<file path="src/rtl/img_pkg.sv">
// Shared pixel and window types for the image pipeline.
// Used by window_generator and image_processor.
package img_pkg;

    localparam int PIX_W = 8;

    typedef logic [PIX_W-1:0] pixel_t;
    typedef pixel_t [0:2][0:2] window_t;

    typedef enum logic {
        FILL = 1'b0,
        RUN  = 1'b1
    } wg_state_t;

endpackage

</file>
<file path="src/rtl/window_generator_line_buffer.sv">
// One image row of pixel storage, indexed by column.
// Read is combinational so the old row value is seen before the write.
module line_buffer
    import img_pkg::*;
#(
    parameter  int DEPTH = 8,
    localparam int AW    = (DEPTH > 1) ? $clog2(DEPTH) : 1
) (
    input  logic          clk,
    input  logic          en,
    input  logic [AW-1:0] addr,
    input  pixel_t        wdata,
    output pixel_t        rdata
);

    pixel_t mem [DEPTH];

    always_ff @(posedge clk) begin
        if (en) begin
            mem[addr] <= wdata;
        end
    end

    assign rdata = mem[addr];

endmodule

</file>
<file path="src/rtl/window_generator.sv">
// Turns a raster pixel stream into 3x3 windows with valid/ready flow control.
// Windows are emitted only where the full 3x3 neighbourhood lies inside the frame.
module window_generator
    import img_pkg::*;
#(
    parameter int IMG_W = 8,
    parameter int IMG_H = 8
) (
    input  logic    clk,
    input  logic    rst_n,
    input  pixel_t  pix_data,
    input  logic    pix_valid,
    output logic    pix_ready,
    output window_t win_data,
    output logic    win_valid,
    input  logic    win_ready,
    output logic    frame_done
);

    localparam int CW = $clog2(IMG_W);
    localparam int RW = $clog2(IMG_H);

    logic [CW-1:0] col;
    logic [RW-1:0] row;
    wg_state_t     state;
    wg_state_t     state_nxt;
    logic          xfer;
    logic          col_last;
    logic          row_last;
    logic          emit;
    pixel_t        lb1_q;
    pixel_t        lb2_q;
    window_t       win_q;

    assign pix_ready = !win_valid || win_ready;
    assign xfer      = pix_valid && pix_ready;
    assign col_last  = (col == CW'(IMG_W - 1));
    assign row_last  = (row == RW'(IMG_H - 1));

    always_comb begin
        state_nxt = state;
        emit      = 1'b0;
        unique case (state)
            FILL: begin
                if (xfer && col_last && row == RW'(1)) begin
                    state_nxt = RUN;
                end
            end
            RUN: begin
                emit = xfer && (col >= CW'(2));
                if (xfer && col_last && row_last) begin
                    state_nxt = FILL;
                end
            end
            default: state_nxt = FILL;
        endcase
    end

    always_ff @(posedge clk or negedge rst_n) begin
        if (!rst_n) begin
            state <= FILL;
        end else begin
            state <= state_nxt;
        end
    end

    always_ff @(posedge clk or negedge rst_n) begin
        if (!rst_n) begin
            col <= '0;
            row <= '0;
        end else if (xfer) begin
            if (col_last) begin
                col <= '0;
                row <= row_last ? '0 : row + RW'(1);
            end else begin
                col <= col + CW'(1);
            end
        end
    end

    // A new window can replace the one leaving in the same cycle.
    always_ff @(posedge clk or negedge rst_n) begin
        if (!rst_n) begin
            win_valid  <= 1'b0;
            frame_done <= 1'b0;
        end else begin
            frame_done <= xfer && col_last && row_last;
            if (xfer) begin
                win_valid <= emit;
            end else if (win_ready) begin
                win_valid <= 1'b0;
            end
        end
    end

    line_buffer #(.DEPTH(IMG_W)) u_lb1 (
        .clk   (clk),
        .en    (xfer),
        .addr  (col),
        .wdata (pix_data),
        .rdata (lb1_q)
    );

    line_buffer #(.DEPTH(IMG_W)) u_lb2 (
        .clk   (clk),
        .en    (xfer),
        .addr  (col),
        .wdata (lb1_q),
        .rdata (lb2_q)
    );

    always_ff @(posedge clk) begin
        if (xfer) begin
            for (int i = 0; i < 3; i++) begin
                win_q[i][0] <= win_q[i][1];
                win_q[i][1] <= win_q[i][2];
            end
            win_q[0][2] <= lb2_q;
            win_q[1][2] <= lb1_q;
            win_q[2][2] <= pix_data;
        end
    end

    assign win_data = win_q;

endmodule

</file>
<file path="config.mk">
export PLATFORM = sky130hd
export DESIGN_NAME = window_generator
export DESIGN_NICKNAME = d
export VERILOG_FILES = /design/src/rtl/img_pkg.sv /design/src/rtl/window_generator_line_buffer.sv /design/src/rtl/window_generator.sv
export SDC_FILE = /design/constraint.sdc
export NUM_CORES = 1
export LEC_CHECK = 0
export CAP_MARGIN = 15
export CORE_UTILIZATION = 40
export DETAILED_ROUTE_END_ITERATION = 12
export GPL_ROUTABILITY_DRIVEN = 0
export GPL_TIMING_DRIVEN = 1
export PLACE_DENSITY = 0.65
export SLEW_MARGIN = 20
export SYNTH_ARGS = -nofsm -noshare
export SYNTH_HDL_FRONTEND = slang
export SYNTH_SLANG_ARGS = --single-unit
</file>
<file path="constraint.sdc">
create_clock -name clk -period 4.97 [get_ports clk]
set_input_delay 1.491 -clock clk [delete_from_list [all_inputs] [get_ports clk]]
set_output_delay 1.491 -clock clk [all_outputs]
set_load 0.01 [all_outputs]
</file>
=== After elaboration in Yosys (flattened, before gate mapping) ===
Memories as Yosys holds them, arrays and structs flattened. A register that Yosys moved wholly into a read port is not among the register bits.
Index checks and enable logic that the tools add are counted.

* $add $sub $neg: 2
* Multiply operators: 0
* Divide/modulo/power cells: 0
* Order comparisons: 1
* Equal/unequal tests: 3
* Shifts and indexed selects: 0
* Mux-type cells: 10
* Bitwise gates (word level): 1
* Reduce and logical (&&, ||, !) cells: 9

{| class="wikitable"
|+ Operators by type and width
! operator !! count
|-
| $mux W1 || 7
|-
| $add A3 B1 Y3 const B || 2
|-
| $eq A3 B3 Y1 const B || 2
|-
| $mux W3 || 2
|-
| $logic_and A1 B1 Y1 || 5
|-
| $eq A3 B1 Y1 const B || 1
|-
| $ge A3 B2 Y1 const B || 1
|-
| $pmux W1 S2 || 1
|-
| $reduce_and A2 Y1 || 1
|-
| $reduce_bool A2 Y1 || 1
|-
| $logic_not A1 Y1 || 1
|-
| $logic_or A1 B1 Y1 || 1
|-
| $not A1 Y1 || 1
|}

* Bits in registers: 73
* Latch bits: 0
* Memory bits (writable): 128
* Memory bits (read-only): 0
* Input port bits: 12
* Output and inout port bits: 75
* Word-level logic and storage cells: 41
* Memories kept: 2

{| class="wikitable"
|+ Memory list
! memory !! depth !! width !! rd ports !! clocked after Yosys merged registers in !! wr ports !! RTL line !! RTL
|-
| u_lb1.mem || 8 || 8 || 1 || 0 || 1 || window_generator_line_buffer.sv:16 || <nowiki>pixel_t mem [DEPTH];</nowiki>
|-
| u_lb2.mem || 8 || 8 || 1 || 1 || 1 || window_generator_line_buffer.sv:16 ||
|}

=== Logic depth before layout (Yosys ltp) ===
Gate-level depths: netlist of the first run.

* Depth in word-level cells: 7
* Depth in mapped cells: 6
* Depth with buffers taken out: 5

=== Modules after synthesis ===
From an unflattened synthesis of the first run, not the netlist that was laid out.

* Cells, all modules: 351
* Area total of the unflattened synthesis: 7729.9 µm²

{| class="wikitable"
|+ Modules (own cells, without submodules)
! module !! instances !! cells an instance !! area an instance (µm²) !! sequential area each (µm²)
|-
| line_buffer || 2 || 121 || 2555.0 || 1921.8
|-
| window_generator || 1 || 109 || 2620.0 || 2387.3
|}

=== Worst setup path before layout of the first run ===
No wires, ideal clock.

* Path type: in2reg
* Start point: input port win_ready
* End point: memory u_lb1.mem[0][0] in the netlist's numbering, enable pin
* Arrival time: 3.476 ns
* Required time: 4.540 ns
* Slack: 1.063 ns
* Stages on the path: 4
* Path buffers: 1
* Cells stage by stage: nand2b_1 -> buf_2 -> nand2_1 -> nor4_1

* Cells in the longest elaborated chain, start to end: 4

{| class="wikitable"
|+ Ends and longest elaborated chain
! what !! RTL line !! RTL
|-
| from (decl) || window_generator.sv:16 || <nowiki>input logic win_ready,</nowiki>
|-
| $logic_or A1 B1 Y1 || window_generator.sv:35 || <nowiki>assign pix_ready = !win_valid || win_ready;</nowiki>
|-
| via pix_ready || window_generator.sv:13 || <nowiki>output logic pix_ready,</nowiki>
|-
| $logic_and A1 B1 Y1 || window_generator.sv:36 || <nowiki>assign xfer = pix_valid && pix_ready;</nowiki>
|-
| $mux W1 || window_generator_line_buffer.sv:19 || <nowiki>if (en) begin</nowiki>
|-
| $mux W1 (implied by the code) || window_generator_line_buffer.sv:20 || <nowiki>mem[addr] <= wdata;</nowiki>
|-
| to (decl) || window_generator_line_buffer.sv:16 ||
|}

The timed path passes the listed nets, and every way through them passes these cells.

=== Worst setup path in the final report of the first run ===
* Start point: input port win_ready
* End point: output port pix_ready

* Cells in the longest elaborated chain, start to end: 1

{| class="wikitable"
|+ Ends and longest elaborated chain
! what !! RTL line
|-
| $logic_or A1 B1 Y1 || window_generator.sv:35
|-
| to (decl) || window_generator.sv:13
|}

No other way between the ends.

==> impl_metrics.ini, run 1 <==
[status]
status = complete, but fails checks
violations = DRC

[floorplanning]
coreArea_mm2 = 0.01821
dieHeight_um = 139.1
row_count = 49
start_util_pct = 41.32
die_w_um = 139.1
dieArea_mm2 = 0.01936
io_pins = 87

[sta]
finalSetupTns_ns = 0
slew_headroom_pct = 43.10
finalHoldViolations = 0
fin_crit_sh_pct = 86.77
fin_skew_ns = 0.01061
worstMarginPinSlew_ns = 0.8489
setup_viol = 0
drv_slew = 0
worst_slack_ns = 0.6577
fmaxAchievable_mhz = 231.9
rsz0062_at_grt = false
period_needed_ns = 4.312

[detailed_routing]
routed_wl_mm = 12.87
drt_iter0_drc = 210
wl_per_cell_um = 18.73
firstDrtPassIters = 8
vias = 3459
vias_per_cell = 5.035
drc = 5
detail-route-antenna-nets = 0

[setup_path]
timing.rr.end = win_data[31]
crit_chain = clkdlybuf4s50_1 > nand2b_1 > clkdlybuf4s50_1
r2r_cells = 3
slowest_stage = clkdlybuf4s50_1
critPathLaunch = win_ready
cp_max_fo = 9
cp-endpoint = pix_ready
cp-start-kind = primary input
crit_path_max_incr_delay_ns = 0.60
crit_required_ns = 3.48
cp-end-kind = output pin
worstSetupPathType = in2out
ff2ff_setup_slack_ns = 2.60
cpMostUsedCell = clkdlybuf4s50_1
rr_startpoint = col[0]
arrival_ns = 2.82

[global_routing]
first_global_vias = 3647
grt_util_all_layers_pct = 13.67
antenna_found_initial = 0
grt_pass1_wl_mm = 20.52
grt_max_degree = 35
overflow = 0

[job]
drv_cap = 0

[clocking]
ctsResizeCount = 0
cts_root_buf = clkbuf_16
cts_buffers = 22
cts_tree = yes
cts_hold_buf = 0
cts_setup_buffers = 0
clk_pin_slew_ns = 0.06
cts_sinks = 209
htreeDepth = 1
worstSkewPairLatency_ns = 0.49
clock_path_buffers = 3

[logic_synthesis]
syn_nets = 349
ys_seq_area_share_pct = 82.82
synthArstFlopShare_pct = 4.306
synth_warnings = 0
synth_cells = 331
avgSynthCellArea_um2 = 22.73
synth_flop_cell = edfxtp_1
syn_area_mm2 = 0.007523
synth-edff-count = 200
ys_ff_latch = 209
synth_cell_type_count = 28

[min_path]
hp-class = reg2reg

[power_and_ir_drop]
peakVddDrop_uv = 272.9
p_per_area_mw_per_mm2 = 614.7
p_leak_nw = 3.204

[finish]
final_layout_size_suffix_gt1_share_pct = 20.74
diodes = 0
layout.nets = 460
syn_to_final_growth_pct = 26.28

[placed_design]
pre_cts_ws_ns = 0.6426
place_hpwl_mm = 7.581
io_buffers = 86
==> registers in the layout, indices dropped and copies added, names as in the netlist <==
name,cells
frame_done,1
win_valid,1
row,3
col,3
state,1
u_lb2.mem,64
u_lb1.mem,64
win_data,72
==> report_power, final <==
group / total, mW / internal [mW] / switching (mW)
combinational: 1.44 / 0.694 / 0.749
sequential: 2.67 / 2.53 / 0.140
clock: 1.73 / 1.10 / 0.628
==> worst min-delay path by stage <==
stage | startpoint | to | cells after the start
detailed placement | win_data[36] | win_data[44] | 0
global route | win_data[51] | win_data[59] | 0
finish | win_data[35] | win_data[43] | 0
CTS | win_data[36] | win_data[44] | 0
global placement | win_data[13] | win_data[21] | 0
floorplan | state | state | 1
==> layer usage <==
metal  track usage [%]  wire length (um)
met5                 0                 0
met4             4.327               232
met3             2.314               590
met2             23.44              6453
met1             17.84              5591
==> worst max-delay path: cells and delay by family <==
kind | cells | cell delay [ns]
AND/OR/NAND/NOR | 1 | 0.28
buffers and inverters | 2 | 1.05
==> placed cells by master, fill, tap and decap left out, types with 2 or more instances in the layout <==
master	synthesis	final
nor3_2	0	4
inv_1	3	3
inv_2	3	2
buf_4	0	13
o21ai_1	2	2
mux2_2	9	9
clkinvlp_4	0	2
dfrtp_1	9	8
clkinv_2	0	3
nor2_1	7	7
nand2b_1	3	3
a21oi_1	3	3
nand3_1	4	4
bufinv_16	0	5
nand2_1	22	22
clkinv_1	0	4
ha_1	6	6
clkbuf_16	0	23
mux4_2	31	31
edfxtp_1	200	200
clkdlybuf4s50_1	0	86
mux2_1	3	3
clkbuf_1	1	4
==> synth_stat cells, types with 2 or more instances <==
cell | instances | area (um2)
nor3_1 | 4 | 20.02
a21oi_1 | 3 | 15.01
ha_1 | 6 | 75.07
nor2_1 | 7 | 26.28
o21ai_1 | 2 | 10.01
nand2_1 | 22 | 82.58
mux2_1 | 3 | 33.78
inv_2 | 3 | 11.26
mux4_2 | 31 | 698.2
buf_6 | 3 | 33.78
buf_2 | 8 | 40.04
inv_1 | 3 | 11.26
nand3_1 | 4 | 20.02
edfxtp_1 | 200 | 6006
dfrtp_1 | 9 | 225.2
mux2_2 | 9 | 101.4
nand2b_1 | 3 | 18.77
==> cells by family after synthesis <==
| kind of cell | count (synthesis) | share of synthesized area, % |
|---|---|---|
| mux | 44 | 11.21 |
| simple gates | 44 | 2.611 |
| compound gates | 9 | 0.7649 |
| buf+inv | 19 | 1.596 |
| flops | 209 | 82.82 |
| fa+ha+maj | 6 | 0.9978 |
==> area by class of cell <==
| cell class | count | area (um2) |
|---|---|---|
| fill | 1391 | 8708 |
| inverter | 6 | 23.77 |
| sequential | 209 | 6232 |
| clock inverter | 13 | 190.2 |
| timing repair buffer | 100 | 978.4 |
| tap | 229 | 286.5 |
| clock buffer | 27 | 590.6 |
| multi-input combinational | 103 | 1199 |
==> metrics by stage <==
step | instance area, um2 | util (%) | power, mW | hold WS [ns] | std cells
2_1_floorplan | 7523 | - | 3.561 | 0.4710 | 331
3_3_place_gp | 8720 | 47.89 | 4.123 | 0.4289 | 647
3_5_place_dp | 8720 | 47.89 | 4.173 | 0.4311 | 647
4_1_cts | 9500 | 52.17 | 5.917 | 0.4457 | 687
5_1_grt | 9500 | 52.17 | 6.112 | 0.4626 | 687
6_report | 9500 | 52.17 | 5.840 | 0.4460 | 687
(Power assumes the default switching activity.)
==> run 2, diff against run 1 <==
- DONT_BUFFER_PORTS: not set -> 1
- PLACE_DENSITY: 0.65 -> 0.59
==> impl_metrics.ini, run 2 (same netlist as run 1, synthesis figures left out) <==
[status]
status = complete, but fails checks
violations = DRC

[sta]
setup_viol = 0
fin_crit_sh_pct = 66.24
period_needed_ns = 3.292
rsz0062_at_grt = false
holdWs_ns = 0.5171
worstMarginPinSlew_ns = 0.7628
fin_skew_ns = 0.01393
worst_slack_ns = 1.678
drv_slew = 0
fmaxAchievable_mhz = 303.8
finalHoldViolations = 0
slew_headroom_pct = 49.15
finalSetupTns_ns = 0

[placed_design]
pre_cts_ws_ns = 1.490
dpl.cell_count = 559
io_buffers = 0
placed_cell_area_mm2 = 0.007844
place_hpwl_mm = 6.844

[detailed_routing]
detail-route-antenna-nets = 0
drc = 5
routed_wl_mm = 12.00
vias_per_cell = 5.268
drt_iter0_drc = 226
wl_per_cell_um = 20.13
vias = 3140
firstDrtPassIters = 10

[global_routing]
grt_max_degree = 42
grt_util_all_layers_pct = 12.80
antenna_found_initial = 0
grt_pass1_wl_mm = 18.90
use_met3_pct = 3.522
grt.busiest_layer = met2
use_met1_pct = 16.11
overflow = 0
first_global_vias = 3327
globalRouteMet2Util_pct = 21.50

[setup_path]
crit_buf_inv = 0
arrival_ns = 1.80
cp-start-kind = primary input
cp-end-kind = output pin
critPathLaunch = win_ready
worstSetupPathType = in2out
crit_path_max_incr_delay_ns = 0.31
cp_max_fo = 9
slowest_stage = nand2b_1
crit_chain = nand2b_1
crit_required_ns = 3.48
rr_startpoint = win_valid
crit_family = simple AND/OR/NAND/NOR gates

[clocking]
cts_hold_buf = 0
htreeDepth = 1
clk_pin_slew_ns = 0.06
cts_sinks = 209
ctsResizeCount = 0
cts_setup_buffers = 0
clock_path_buffers = 3
cts_root_buf = clkbuf_16
cts_tree = yes
cts_buffers = 22
worstSkewPairLatency_ns = 0.50

[finish]
largest_reg_flops = 72
final_layout_size_suffix_gt1_share_pct = 24.52
most-common-layout-cells = 200 x edfxtp_1, 31 x mux4_2, 23 x clkbuf_16
layout_commonest_cell = edfxtp_1
design_area_mm2 = 0.008504
syn_to_final_growth_pct = 13.04
diodes = 0
layout.nets = 372
fin_util_pct = 46.71
instances_no_fill = 596

[power_and_ir_drop]
p_leak_nw = 2.812
p_per_area_mw_per_mm2 = 621.2
peakVddDrop_uv = 281.1
finalPower_mw = 5.283

[floorplanning]
dieArea_mm2 = 0.01936
dieHeight_um = 139.1
row_count = 49
io_pins = 87
coreArea_mm2 = 0.01821
die_w_um = 139.1
start_util_pct = 41.32

[min_path]
hp-class = reg2reg
hp-start = state

[job]
drv_cap = 0
[run 2: cell count changes in the layout (fill, tap and decap cells not counted), sizes merged]
cell           delta
clkdlybuf4s50    -86
clkinv            +1
bufinv            -4
clkinvlp          -2
clkbuf            +2
buf               -2
[run 2: power breakdown]
group,internal (mW),switching (mW),total [mW]
sequential,2.54,0.240,2.78
combinational,0.423,0.593,1.02
clock,0.891,0.599,1.49
total,3.85,1.43,5.28
[run 2: worst paths after layout]
check,slack [ns],cells after the start,end
min in group asynchronous,0.68,0,col[2]
max in group asynchronous,4.20,0,col[0]
worst min-delay path,0.52,1,state
worst max register to register,2.69,4,win_data[3]
worst min register to register,0.52,1,state
worst max-delay path,1.68,1,pix_ready
[run 2: per-layer routing]
metal  vias to the layer above  part of all wire, %
li1                       1385                    -
met1                      1645                   44
met2                        86                   49
met3                        24                  5.3
met4                         0                  1.9
met5                         -                    0
[run 2: layout make-up]
cell class / instances / area [um2]
well taps: 229 / 286.5
flip-flops and latches: 209 / 6232
clock buffers: 29 / 598.1
inverters: 6 / 23.77
repair buffers: 12 / 102.6
clock inverters: 8 / 62.56
multi-input cells: 103 / 1199
fillers: 1485 / 9704
